`config.mk`:
```
export PLATFORM = sky130hd
export DESIGN_NAME = rect_motion_ctrl_flat
export DESIGN_NICKNAME = d
export VERILOG_FILES = /design/src/rtl/rect_motion_pkg.sv /design/src/rtl/rect_motion_ctrl_if.sv /design/src/rtl/rect_motion_ctrl_axis.sv /design/src/rtl/rect_motion_ctrl.sv /design/src/flat_wrapper.sv
export SDC_FILE = /design/constraint.sdc
export NUM_CORES = 1
export LEC_CHECK = 0
export BUFFER_PORTS_ARGS = -buffer_cell sky130_fd_sc_hd__buf_2
export CAP_MARGIN = 5
export CORE_ASPECT_RATIO = 0.7
export CORE_UTILIZATION = 66
export CTS_CLUSTER_SIZE = 20
export DETAILED_ROUTE_END_ITERATION = 6
export HOLD_SLACK_MARGIN = 0.03
export PLACE_DENSITY = 0.95
export SYNTH_ARGS = -nofsm -noshare
export SYNTH_HDL_FRONTEND = slang
export SYNTH_HIERARCHICAL = 1
export SYNTH_SLANG_ARGS = --single-unit
```
`constraint.sdc`:
```
create_clock -name clk -period 8.1 [get_ports clk]
set_input_delay 0.81 -clock clk [delete_from_list [all_inputs] [get_ports clk]]
set_output_delay 0.81 -clock clk [all_outputs]
set_load 0.005 [all_outputs]
```
`src/rtl/rect_motion_pkg.sv`:
```
// Shared constants and the per-axis state encoding for the rectangle motion controller.
package rect_motion_pkg;

    localparam int H_ACTIVE = 640;
    localparam int V_ACTIVE = 480;
    localparam int SPEED_W  = 4;
    localparam int POS_W    = 10;
    localparam int CNT_W    = 8;

    typedef enum logic [1:0] {
        AXIS_IDLE   = 2'd0,
        AXIS_RAMP   = 2'd1,
        AXIS_CRUISE = 2'd2
    } axis_state_e;

endpackage

```
`src/rtl/rect_motion_ctrl_if.sv`:
```
// Sync/button inputs and rectangle outputs of the motion controller.
// The master side drives vsync/btn; the slave side is the controller.
interface rect_motion_ctrl_if;
    import rect_motion_pkg::*;

    logic             vsync;
    logic [3:0]       btn;          // {down, up, left, right}
    logic [POS_W-1:0] rect_x;
    logic [POS_W-1:0] rect_y;
    logic             moving;
    logic             edge_hit;
    logic             frame_tick;

    modport master (
        output vsync, btn,
        input  rect_x, rect_y, moving, edge_hit, frame_tick
    );

    modport slave (
        input  vsync, btn,
        output rect_x, rect_y, moving, edge_hit, frame_tick
    );

endinterface

```
`src/rtl/rect_motion_ctrl_axis.sv`:
```
// One motion axis: IDLE/RAMP/CRUISE speed FSM, position step and clamp to [0, LIMIT].
// All state advances only on tick; between ticks everything holds.
module motion_axis
    import rect_motion_pkg::*;
#(
    parameter int LIMIT        = 400,
    parameter int INIT         = 200,
    parameter int MAX_SPEED    = 8,
    parameter int ACCEL_FRAMES = 4
) (
    input  logic             clk,
    input  logic             reset,
    input  logic             tick,
    input  logic             btn_pos,
    input  logic             btn_neg,
    output logic [POS_W-1:0] pos,
    output logic             active_next,
    output logic             hit
);

    localparam logic signed [POS_W:0] LIMIT_S = (POS_W+1)'(LIMIT);
    localparam logic [SPEED_W-1:0]    MAX_SPD = SPEED_W'(MAX_SPEED);
    localparam logic [SPEED_W-1:0]    SPD_ONE = SPEED_W'(1);
    localparam logic [CNT_W-1:0]      ACC_CNT = CNT_W'(ACCEL_FRAMES);

    axis_state_e        state_q, state_d;
    logic [SPEED_W-1:0] speed_q, speed_d, speed_n;
    logic [CNT_W-1:0]   cnt_q, cnt_d, cnt_n;
    logic               dir_neg_q, dir_neg_d;
    logic [POS_W-1:0]   pos_q, pos_d;
    logic signed [POS_W:0] base_s, step_s, sum_s;

    // Next-state, speed ramp and clamped position for the current tick.
    always_comb begin
        // NOTE: every output of this block gets a default first so no path leaves it unassigned (no latch).
        state_d   = state_q;
        speed_d   = speed_q;
        cnt_d     = cnt_q;
        dir_neg_d = dir_neg_q;
        pos_d     = pos_q;
        hit       = 1'b0;
        speed_n   = '0;
        cnt_n     = '0;
        base_s    = signed'({1'b0, pos_q});
        step_s    = '0;
        sum_s     = base_s;

        if (tick) begin
            if (btn_pos == btn_neg) begin
                // Neither or both held: stop without moving.
                state_d = AXIS_IDLE;
                speed_d = '0;
                cnt_d   = '0;
            end else begin
                // Starting from rest or reversing restarts the ramp at speed 1.
                if (state_q == AXIS_IDLE || btn_neg != dir_neg_q) begin
                    speed_n = SPD_ONE;
                    cnt_n   = '0;
                end else if (state_q == AXIS_RAMP) begin
                    cnt_n   = cnt_q + CNT_W'(1);
                    speed_n = speed_q;
                    if (cnt_n == ACC_CNT) begin
                        cnt_n   = '0;
                        speed_n = speed_q + SPD_ONE;
                    end
                end else begin
                    speed_n = speed_q;
                    cnt_n   = cnt_q;
                end

                step_s    = signed'({{(POS_W + 1 - SPEED_W){1'b0}}, speed_n});
                sum_s     = btn_neg ? (base_s - step_s) : (base_s + step_s);
                dir_neg_d = btn_neg;

                if (sum_s[POS_W]) begin
                    pos_d = '0;
                    hit   = 1'b1;
                end else if (sum_s > LIMIT_S) begin
                    pos_d = LIMIT_S[POS_W-1:0];
                    hit   = 1'b1;
                end else begin
                    pos_d = sum_s[POS_W-1:0];
                end

                if (hit) begin
                    state_d = AXIS_IDLE;
                    speed_d = '0;
                    cnt_d   = '0;
                end else begin
                    speed_d = speed_n;
                    cnt_d   = cnt_n;
                    state_d = (speed_n == MAX_SPD) ? AXIS_CRUISE : AXIS_RAMP;
                end
            end
        end
    end

    // Axis state registers with synchronous reset.
    always_ff @(posedge clk) begin
        // NOTE: non-blocking assignments so every flop samples the pre-edge values.
        if (reset) begin
            state_q   <= AXIS_IDLE;
            speed_q   <= '0;
            cnt_q     <= '0;
            dir_neg_q <= 1'b0;
            pos_q     <= POS_W'(INIT);
        end else begin
            state_q   <= state_d;
            speed_q   <= speed_d;
            cnt_q     <= cnt_d;
            dir_neg_q <= dir_neg_d;
            pos_q     <= pos_d;
        end
    end

    assign pos         = pos_q;
    assign active_next = (state_d != AXIS_IDLE);

endmodule

```
`src/rtl/rect_motion_ctrl.sv`:
```
// Rectangle motion controller: synchronizes buttons and vsync, derives one frame tick
// per vsync rising edge and drives two motion axes from it.
module rect_motion_ctrl
    import rect_motion_pkg::*;
#(
    parameter int INIT_X       = 200,
    parameter int INIT_Y       = 100,
    parameter int RECT_W       = 240,
    parameter int RECT_H       = 100,
    parameter int MAX_SPEED    = 8,
    parameter int ACCEL_FRAMES = 4
) (
    input  logic               clk,
    input  logic               reset,
    rect_motion_ctrl_if.slave  bus
);

    logic       vs_s1_q, vs_s1_d, vs_s2_q, vs_s2_d;
    logic       vs_prev_q, vs_prev_d;
    logic [1:0] sync_vld_q, sync_vld_d;
    logic [3:0] btn_s1_q, btn_s1_d, btn_s2_q, btn_s2_d;
    logic       frame_tick_q, frame_tick_d;
    logic       edge_hit_q, edge_hit_d;
    logic       moving_q, moving_d;

    logic [POS_W-1:0] x_pos, y_pos;
    logic             x_active_next, y_active_next;
    logic             x_hit, y_hit;

    // Synchronizer shifts, vsync edge detect and registered status outputs.
    always_comb begin
        vs_s1_d    = bus.vsync;
        vs_s2_d    = vs_s1_q;
        btn_s1_d   = bus.btn;
        btn_s2_d   = btn_s1_q;
        sync_vld_d = {sync_vld_q[0], 1'b1};
        // Until the vsync chain holds a post-reset sample, treat the previous level as
        // high so a vsync already high at reset release is not seen as a rising edge.
        vs_prev_d    = sync_vld_q[1] ? vs_s2_q : 1'b1;
        frame_tick_d = sync_vld_q[1] & vs_s2_q & ~vs_prev_q;
        edge_hit_d   = frame_tick_q & (x_hit | y_hit);
        moving_d     = frame_tick_q ? (x_active_next | y_active_next) : moving_q;
    end

    // Top-level registers with synchronous reset.
    always_ff @(posedge clk) begin
        if (reset) begin
            vs_s1_q      <= 1'b0;
            vs_s2_q      <= 1'b0;
            vs_prev_q    <= 1'b1;
            sync_vld_q   <= '0;
            btn_s1_q     <= '0;
            btn_s2_q     <= '0;
            frame_tick_q <= 1'b0;
            edge_hit_q   <= 1'b0;
            moving_q     <= 1'b0;
        end else begin
            vs_s1_q      <= vs_s1_d;
            vs_s2_q      <= vs_s2_d;
            vs_prev_q    <= vs_prev_d;
            sync_vld_q   <= sync_vld_d;
            btn_s1_q     <= btn_s1_d;
            btn_s2_q     <= btn_s2_d;
            frame_tick_q <= frame_tick_d;
            edge_hit_q   <= edge_hit_d;
            moving_q     <= moving_d;
        end
    end

    motion_axis #(
        .LIMIT        (H_ACTIVE - RECT_W),
        .INIT         (INIT_X),
        .MAX_SPEED    (MAX_SPEED),
        .ACCEL_FRAMES (ACCEL_FRAMES)
    ) u_axis_x (
        .clk         (clk),
        .reset       (reset),
        .tick        (frame_tick_q),
        .btn_pos     (btn_s2_q[0]),
        .btn_neg     (btn_s2_q[1]),
        .pos         (x_pos),
        .active_next (x_active_next),
        .hit         (x_hit)
    );

    // y grows downward, so "down" is the positive direction.
    motion_axis #(
        .LIMIT        (V_ACTIVE - RECT_H),
        .INIT         (INIT_Y),
        .MAX_SPEED    (MAX_SPEED),
        .ACCEL_FRAMES (ACCEL_FRAMES)
    ) u_axis_y (
        .clk         (clk),
        .reset       (reset),
        .tick        (frame_tick_q),
        .btn_pos     (btn_s2_q[3]),
        .btn_neg     (btn_s2_q[2]),
        .pos         (y_pos),
        .active_next (y_active_next),
        .hit         (y_hit)
    );

    assign bus.rect_x     = x_pos;
    assign bus.rect_y     = y_pos;
    assign bus.moving     = moving_q;
    assign bus.edge_hit   = edge_hit_q;
    assign bus.frame_tick = frame_tick_q;

endmodule

```
`src/flat_wrapper.sv`:
```
// flat-port wrapper written by rule: the top's interface ports become plain ports
module rect_motion_ctrl_flat import rect_motion_pkg::*;
#(
    parameter int INIT_X       = 200,
    parameter int INIT_Y       = 100,
    parameter int RECT_W       = 240,
    parameter int RECT_H       = 100,
    parameter int MAX_SPEED    = 8,
    parameter int ACCEL_FRAMES = 4
)
  (clk, reset, bus_vsync, bus_btn, bus_rect_x, bus_rect_y, bus_moving, bus_edge_hit, bus_frame_tick);
  rect_motion_ctrl_if bus_i ();
  input  logic clk;
  input  logic reset;
  input wire logic [$bits(bus_i.vsync)-1:0] bus_vsync;
  input wire logic [$bits(bus_i.btn)-1:0] bus_btn;
  output wire logic [$bits(bus_i.rect_x)-1:0] bus_rect_x;
  output wire logic [$bits(bus_i.rect_y)-1:0] bus_rect_y;
  output wire logic [$bits(bus_i.moving)-1:0] bus_moving;
  output wire logic [$bits(bus_i.edge_hit)-1:0] bus_edge_hit;
  output wire logic [$bits(bus_i.frame_tick)-1:0] bus_frame_tick;
  assign bus_i.vsync = bus_vsync;
  assign bus_i.btn = bus_btn;
  assign bus_rect_x = bus_i.rect_x;
  assign bus_rect_y = bus_i.rect_y;
  assign bus_moving = bus_i.moving;
  assign bus_edge_hit = bus_i.edge_hit;
  assign bus_frame_tick = bus_i.frame_tick;
  rect_motion_ctrl #(.INIT_X(INIT_X), .INIT_Y(INIT_Y), .RECT_W(RECT_W), .RECT_H(RECT_H), .MAX_SPEED(MAX_SPEED), .ACCEL_FRAMES(ACCEL_FRAMES)) u_core (.clk(clk), .reset(reset), .bus(bus_i));
endmodule
```
==> key figures, run 1 <==
Run status
  • Status: finished, violations left
  • Violated checks: design-rule violations

Placement
  • I/O Buffers: 29
  • Placed inst area: roughly 4400 µm²
  • Placed cell count: 607
  • Final RePlAce weighted congestion: 0.961
  • Hpwl dp: 7380 µm

Worst setup path
  • Req. time, crit path: 8.34 ns
  • R2r worst-path depth: 19
  • Type of the worst setup path: flip-flop to flip-flop
  • Critical Path Slowest Stage Cell: nor3b_1
  • Buf/Inv on CP: 2
  • R2R Path Start: u_core/u_axis_x/cnt_q[0]$_SDFFE_PP0P_
  • CP Cell Sequence: ha_1 -> nor3b_1 -> and2_4 -> nand3_1 -> a21oi_1 -> inv_1 -> ha_1 -> o31ai_1 -> nand2_1 -> ha_1 -> a21o_1 -> or4_1 -> o22ai_1 -> o21ai_1 -> and3_1 -> nor4_4 -> buf_4 -> nand3_2 -> o311ai_1
  • Critical Path AT: 5.57 ns
  • CP endpoint kind: flip-flop
  • R2r setup slk: 2.78 ns
  • Largest stage delay, worst path: 0.43 ns
  • Worst R2R End: u_core/u_axis_x/cnt_q[6]$_SDFFE_PP0P_
  • Max FO, Critical Path: 23
  • Crit-path leading delay family: simple AND/OR/NAND/NOR gates
  • Crit path top cell by count: ha_1
  • Worst setup SP type: flip-flop

Layout
  • Commonest non-fill, non-tap cell in the layout: dfxtp_1
  • Most frequent cells in the layout: dfxtp_1, nor2_1, nand2_1
  • # fillers: 444
  • Final Non-Filler Cells: 622
  • Reg area: 1320 µm²
  • Nets: 577
  • Ant diodes: 0
  • Share of cells above drive strength 1: 11.6%
  • Finished Cell Area: 4610 µm²
  • Multi-input gate area: ~2700 µm²
  • Layout area overhead: 8.57%

Floorplanning
  • I/O pin cnt: 30
  • Core area: roughly 6200 µm²
  • Die ar.: 6770 µm²
  • Die span in x: 97.9 µm
  • Chip Height: 69.1 µm
  • Initial core utilization: roughly two thirds
  • Rows: 24

Power
  • Sw frac: 24.6%
  • Clk pwr share: between 40% and 50%
  • Largest vdd supply drop: 0.104 mV
  • NetSw: 162 µW
  • Internal cell power: approximately 500 µW
  • Combinational Power Share: 7.9%
  • Leakage power: 1.89 nW
  • Power, Total: 656 µW
  • Flop pwr share: 50.2%
  • Pwr/cell area: approximately 140 nW/µm²

Min path
  • Hold path endpoint: u_core/vs_prev_q$_SDFF_PP1_
  • Worst Hold Launch: u_core/sync_vld_q[1]$_SDFF_PP0_
  • Hold crit path type: flip-flop to flip-flop
  • Hold depth: 1

GRT
  • Gr usage total: 31.8%
  • Vias in the first global route: 3672
  • First-pass GRT wire length: approximately 17000 µm
  • Total gr overflow: 0
  • Initial antenna violation count: 0
  • Pin count of the biggest net entering global routing: 60

STA
  • Final Hold Vio Count: 0
  • Setup_tns: 0 ns
  • Worst Tran Pin Value: 0.936 ns
  • Unrepaired setup endpoints after global routing: no
  • Max_slew headroom: 37.5%
  • Fin crit share: 65.7%
  • Post-layout min period: 5.32 ns
  • Slew Limit Fails: 0
  • Hold_ws: approximately 0.42 ns
  • Setup violations, final: 0
  • Fmax: 188 MHz
  • Clk_skew: approximately 0.011 ns

CTS
  • Reg clk slew, reported paths: roughly 0.07 ns
  • CTS Buf Count: 9
  • Clk buf depth: 2
  • Post-CTS Repair Setup Buffers: 0
  • Sink Count: 66
  • Cts repair resizes: 0
  • Htree depth: 3
  • CTS tree: yes
  • Clk Latency, worst-skew pair: 0.35 ns
  • Root buffer cell: clkbuf_8
  • Hold Buf Count CTS: 0

Synth
  • Synth top area cells: dfxtp_1, ha_1, nor2_1, a21oi_1, nor2b_1
  • Synth async-reset ratio: 0%
  • Post-synth EDFFs: 0
  • Synth Instances: a little over 500
  • Mapped Nets: between 500 and 600
  • Syn Std Cell Area: 4250 µm²
  • Syn Area/Cell: 8.27 µm²
  • Ys Warns: 6
  • Yosys top cell area share: roughly 31%
  • Sequential-to-total area share from yosys stat: 31.1%
  • Synth area leader: dfxtp_1
  • #FFs+latches synth: 66
  • Netlist cell types: 70
  • Top_reg_cell synth: dfxtp_1

Route
  • Starting DRT DRC Count: 444
  • DR vias: 4036
  • Total iterations of the first detailed-routing run: 7
  • Via density: 6.49
  • DRC viols: 5
  • ANT nets after route: 0
  • Routed WL per cell: between 15 and 20 µm
  • DRT Wirelength: 10300 µm

Job
  • Maxcap violations: 0
[routing by layer]
metal  routed length [µm]  global-route usage, %  up-vias  share of wire [%]
met5                    0                      0        -                  0
met4                  167                   9.60        0                1.6
met3                  766                   7.20       26                7.4
met2                 4650                   49.6      211                 45
met1                 4710                   43.9     1889                 46
li1                     -                      -     1910                  -
[final cells by class]
class / count / share of cell area [%]
multi-input cells: 406 / 59.6
flip-flops and latches: 66 / 28.6
repair buffers: 32 / 3.63
clock buffers: 12 / 3.15
well taps: 78 / 2.12
inverters: 25 / 2.03
clock inverters: 3 / 0.868
[power groups by stage]
stage | logic (mW) | registers (mW) | clock network (mW)
2_1_floorplan | 0.0410 | 0.336 | 0
3_3_place_gp | 0.0483 | 0.337 | 0
4_1_cts | 0.0505 | 0.330 | 0.277
6_report | 0.0517 | 0.330 | 0.275
5_1_grt | 0.0557 | 0.330 | 0.294
3_5_place_dp | 0.0501 | 0.337 | 0
[stage by stage]
step / util, % / setup WS, ns
after floorplan: - / 3.71
after global placement: 71.2 / 3.26
after detailed placement: 71.2 / 2.98
after CTS: 74.2 / 2.90
after global routing: 74.2 / 2.48
final: 74.2 / 2.78
[synth_stat cells, types with 9 or more instances]
master / count
nand3_1: 20
a21o_1: 9
nand4_1: 12
a21oi_1: 41
dfxtp_1: 66
xor2_1: 18
ha_1: 28
nor2_1: 55
nand2_1: 42
clkbuf_1: 11
o21ai_0: 14
xnor2_1: 9
inv_1: 25
a31oi_1: 11
nor2b_1: 27
nand2b_1: 15
[cells by family after synthesis]
| logic type | after synthesis | synth area share (%) |
|---|---|---|
| AOI/OAI and AO/OA | 130 | 21.6 |
| xor gates and xnor gates | 27 | 5.57 |
| DFF | 66 | 31.1 |
| and+or+nand+nor | 215 | 27.4 |
| adders and majority gates | 30 | 9.19 |
| buffers and inverters | 42 | 4.24 |
| muxes | 4 | 0.972 |
[worst max path at each step]
| stage | start | endpoint | cells past startpoint |
|---|---|---|---|
| after floorplan | u_core/u_axis_x/cnt_q[0]$_SDFFE_PP0P_ | u_core/bus.moving$_SDFFE_PP0P_ | 22 |
| after global routing | u_core/u_axis_x/cnt_q[0]$_SDFFE_PP0P_ | u_core/u_axis_x/cnt_q[6]$_SDFFE_PP0P_ | 19 |
| after CTS | u_core/u_axis_x/cnt_q[0]$_SDFFE_PP0P_ | u_core/u_axis_x/cnt_q[6]$_SDFFE_PP0P_ | 19 |
| final | u_core/u_axis_x/cnt_q[0]$_SDFFE_PP0P_ | u_core/u_axis_x/cnt_q[6]$_SDFFE_PP0P_ | 19 |
| after global placement | u_core/u_axis_x/cnt_q[0]$_SDFFE_PP0P_ | u_core/u_axis_x/cnt_q[5]$_SDFFE_PP0P_ | 20 |
| after detailed placement | u_core/u_axis_x/cnt_q[0]$_SDFFE_PP0P_ | u_core/u_axis_x/cnt_q[6]$_SDFFE_PP0P_ | 20 |
[registers in the layout (all words and copies together) (netlist names), 2 cells and up]
signal,cells
u_core/u_axis_y/state_q,2
u_core/u_axis_x/state_q,2
u_core/u_axis_y/pos,10
u_core/u_axis_x/speed_q,4
u_core/btn_s1_q,4
u_core/u_axis_y/speed_q,4
u_core/btn_s2_q,4
u_core/sync_vld_q,2
u_core/u_axis_x/pos,10
u_core/u_axis_y/cnt_q,8
u_core/u_axis_x/cnt_q,8
[worst register-to-register path, cell delays in order (launching register included)]
cell and delay (ns):
dfxtp_1 0.36, ha_1 0.23, nor3b_1 0.43, and2_4 0.27, nand3_1 0.08, a21oi_1 0.35
inv_1 0.11, ha_1 0.23, o31ai_1 0.13, nand2_1 0.21, ha_1 0.39, a21o_1 0.23
or4_1 0.41, o22ai_1 0.26, o21ai_1 0.17, and3_1 0.25, nor4_4 0.25, buf_4 0.31
nand3_2 0.21, o311ai_1 0.34
Power figures use the tool's default switching activity.
==> run 2: changes to the inputs <==
CORE_UTILIZATION = 55   (was 66)
PLACE_DENSITY = 0.89   (was 0.95)
clock period = 4.3 ns   (was 8.1 ns; I/O delays follow)
==> key figures, run 2 (synthesis gave the netlist of run 1 again) <==
Route
  • Starting DRT DRC Count: 1133
  • Total iterations of the first detailed-routing run: 7
  • Routed WL per cell: 25.1 µm
  • DRT Wirelength: approximately 18000 µm
  • Via density: 7.28
  • DRC viols: 0
  • DR vias: ~5100
  • ANT nets after route: 0

CTS
  • Clk Latency, worst-skew pair: around 0.36 ns
  • Htree depth: 3
  • Clk buf depth: 2
  • Hold Buf Count CTS: 0
  • CTS Buf Count: 9
  • CTS tree: yes
  • Reg clk slew, reported paths: 0.08 ns
  • Sink Count: between 60 and 70
  • Root buffer cell: clkbuf_8

Placement
  • Hpwl dp: 7730 µm
  • I/O Buffers: 29
  • Placed inst area: ~4700 µm²
  • Worst slack, placed: -0.250 ns
  • Final RePlAce weighted congestion: around 1.0
  • Placed cell count: 657

Floorplanning
  • Die span in x: 107 µm
  • Chip Height: around 76 µm
  • Core area: 7380 µm²
  • Rows: 26
  • Die ar.: 8090 µm²
  • Initial core utilization: 57.5%
  • I/O pin cnt: 30

GRT
  • Total gr overflow: 0
  • Gr usage total: approximately 34%
  • Pin count of the biggest net entering global routing: 48
  • Initial antenna violation count: 0
  • First-pass GRT wire length: 21300 µm
  • Vias in the first global route: 4226

STA
  • Slew Limit Fails: 0
  • Post-layout min period: about 4.8 ns
  • Worst Tran Pin Value: ~1.2 ns
  • Clk_skew: 0.0145 ns
  • Fin worst setup slack: -0.497 ns
  • Max_slew headroom: 18.1%
  • Fin crit share: 112%
  • Final Hold Vio Count: 0
  • Setup violations, final: 34
  • Unrepaired setup endpoints after global routing: yes
  • Fmax: approximately 210 MHz

Layout
  • Share of cells above drive strength 1: 36.7%
  • # fillers: 371
  • Commonest non-fill, non-tap cell in the layout: dfxtp_1
  • Nets: 637
  • Final Non-Filler Cells: 703
  • Most frequent cells in the layout: dfxtp_1, buf_4, nor2_1
  • Ant diodes: 0
  • Layout area overhead: 35.6%
  • Finished Cell Area: 5760 µm²
  • Fin util: 78.0%

Worst setup path
  • R2R Path Start: u_core/u_axis_y/cnt_q[0]$_SDFFE_PP0P_
  • R2r setup slk: -0.50 ns
  • Type of the worst setup path: flip-flop to flip-flop
  • Critical Path AT: 5.08 ns
  • CP endpoint kind: flip-flop
  • Max FO, Critical Path: 7
  • Worst setup SP type: flip-flop
  • R2r worst-path depth: 21
  • Worst R2R End: u_core/u_axis_y/cnt_q[6]$_SDFFE_PP0P_
  • Req. time, crit path: 4.58 ns

Run status
  • Violated checks: negative setup slack
  • Status: finished, violations left

Min path
  • Hold path endpoint: u_core/vs_s1_q$_SDFF_PP0_
  • Worst Hold Launch: bus_vsync
  • Hold depth: 2
  • Hold crit path type: input pin to flip-flop

Power
  • Power, Total: 1.40 mW
  • Largest vdd supply drop: 0.258 mV
  • Pwr/cell area: approximately 240 nW/µm²
  • Leakage power: 2.29 nW

Job
  • Maxcap violations: 0
==> run 2: changes by cell type in the layout (fill, tap and decap cells not counted), sizes merged <==
cell / before / now
buf: 32 / 92
bufinv: 1 / 2
clkbuf: 12 / 9
clkinv: 2 / 1
clkinvlp: 0 / 2
inv: 25 / 27
==> run 2: per-stage QoR <==
step / TNS [ns] / hold slack, ns
6_report: -9.30 / 0.277
5_1_grt: -17.61 / 0.277
4_1_cts: 0 / 0.270
3_5_place_dp: -5.66 / 0.397
3_3_place_gp: -1.60 / 0.379
2_1_floorplan: 0 / 0.375
==> run 2: what timing repair did <==
| item | 4_1_cts | 5_1_grt |
|---|---|---|
| setup buffers | 12 | 18 |
| pin swaps | 21 | 56 |
| endpoints found under the setup margin | 43 | 46 |
| gates resized for setup | 40 | 94 |
| gates cloned | 1 | 0 |
==> run 2: routing by layer <==
| metal | routed length, µm | vias up | track usage, % | share of wire, % |
|---|---|---|---|---|
| li1 | - | 2027 | - | - |
| met3 | 2450 | 219 | 8.73 | 14 |
| met1 | 6190 | 2291 | 42.3 | 35 |
| met5 | 0 | - | 0 | 0 |
| met4 | 1420 | 0 | 19.3 | 8.1 |
| met2 | 7560 | 579 | 54.6 | 43 |
==> run 2: worst max path at each step <==
stage | startpoint | endpoint | slack, ns | cells after the start
after floorplan | u_core/u_axis_x/cnt_q[0]$_SDFFE_PP0P_ | u_core/bus.moving$_SDFFE_PP0P_ | 0.04 | 22
after global placement | u_core/u_axis_y/cnt_q[0]$_SDFFE_PP0P_ | u_core/u_axis_y/cnt_q[6]$_SDFFE_PP0P_ | -0.12 | 19
after detailed placement | u_core/u_axis_x/cnt_q[1]$_SDFFE_PP0P_ | u_core/u_axis_x/cnt_q[5]$_SDFFE_PP0P_ | -0.25 | 20
after CTS | u_core/u_axis_x/cnt_q[1]$_SDFFE_PP0P_ | u_core/bus.moving$_SDFFE_PP0P_ | 0.008 | 24
after global routing | u_core/u_axis_y/cnt_q[0]$_SDFFE_PP0P_ | u_core/u_axis_y/cnt_q[4]$_SDFFE_PP0P_ | -0.70 | 20
final | u_core/u_axis_y/cnt_q[0]$_SDFFE_PP0P_ | u_core/u_axis_y/cnt_q[6]$_SDFFE_PP0P_ | -0.50 | 21
==> run 2: area by class of cell <==
class	count	area [µm²]	share of cell area [%]
clock inverters	7	101	1.76
clock buffers	9	124	2.15
flip-flops and latches	66	1330	23.0
well taps	98	123	2.13
inverters	25	93.8	1.63
multi-input cells	406	3330	57.8
repair buffers	92	663	11.5
==> run 2: critical path, cell delays in order, from the launching register on <==
cell       delay, ns
dfxtp_2         0.37
ha_4            0.18
nor4b_4         0.30
nand3_2         0.22
xor2_1          0.29
nand2_2         0.16
inv_1           0.17
ha_4            0.19
nor2_4          0.06
a211o_1         0.32
inv_2           0.14
ha_2            0.34
o21a_1          0.19
a21oi_1         0.21
o21ai_2         0.15
a31oi_2         0.27
xor2_1          0.13
buf_4           0.18
a2111oi_4       0.32
buf_6           0.21
a31oi_2         0.11
a21oi_2         0.20
==> run 2: power breakdown <==
| part | switching (mW) | leakage [nW] | internal (mW) |
|---|---|---|---|
| clock network | 0.293 | 0.106 | 0.332 |
| logic | 0.0927 | 1.65 | 0.0624 |
| registers | 0.00317 | 0.537 | 0.616 |
| total | 0.389 | 2.29 | 1.01 |
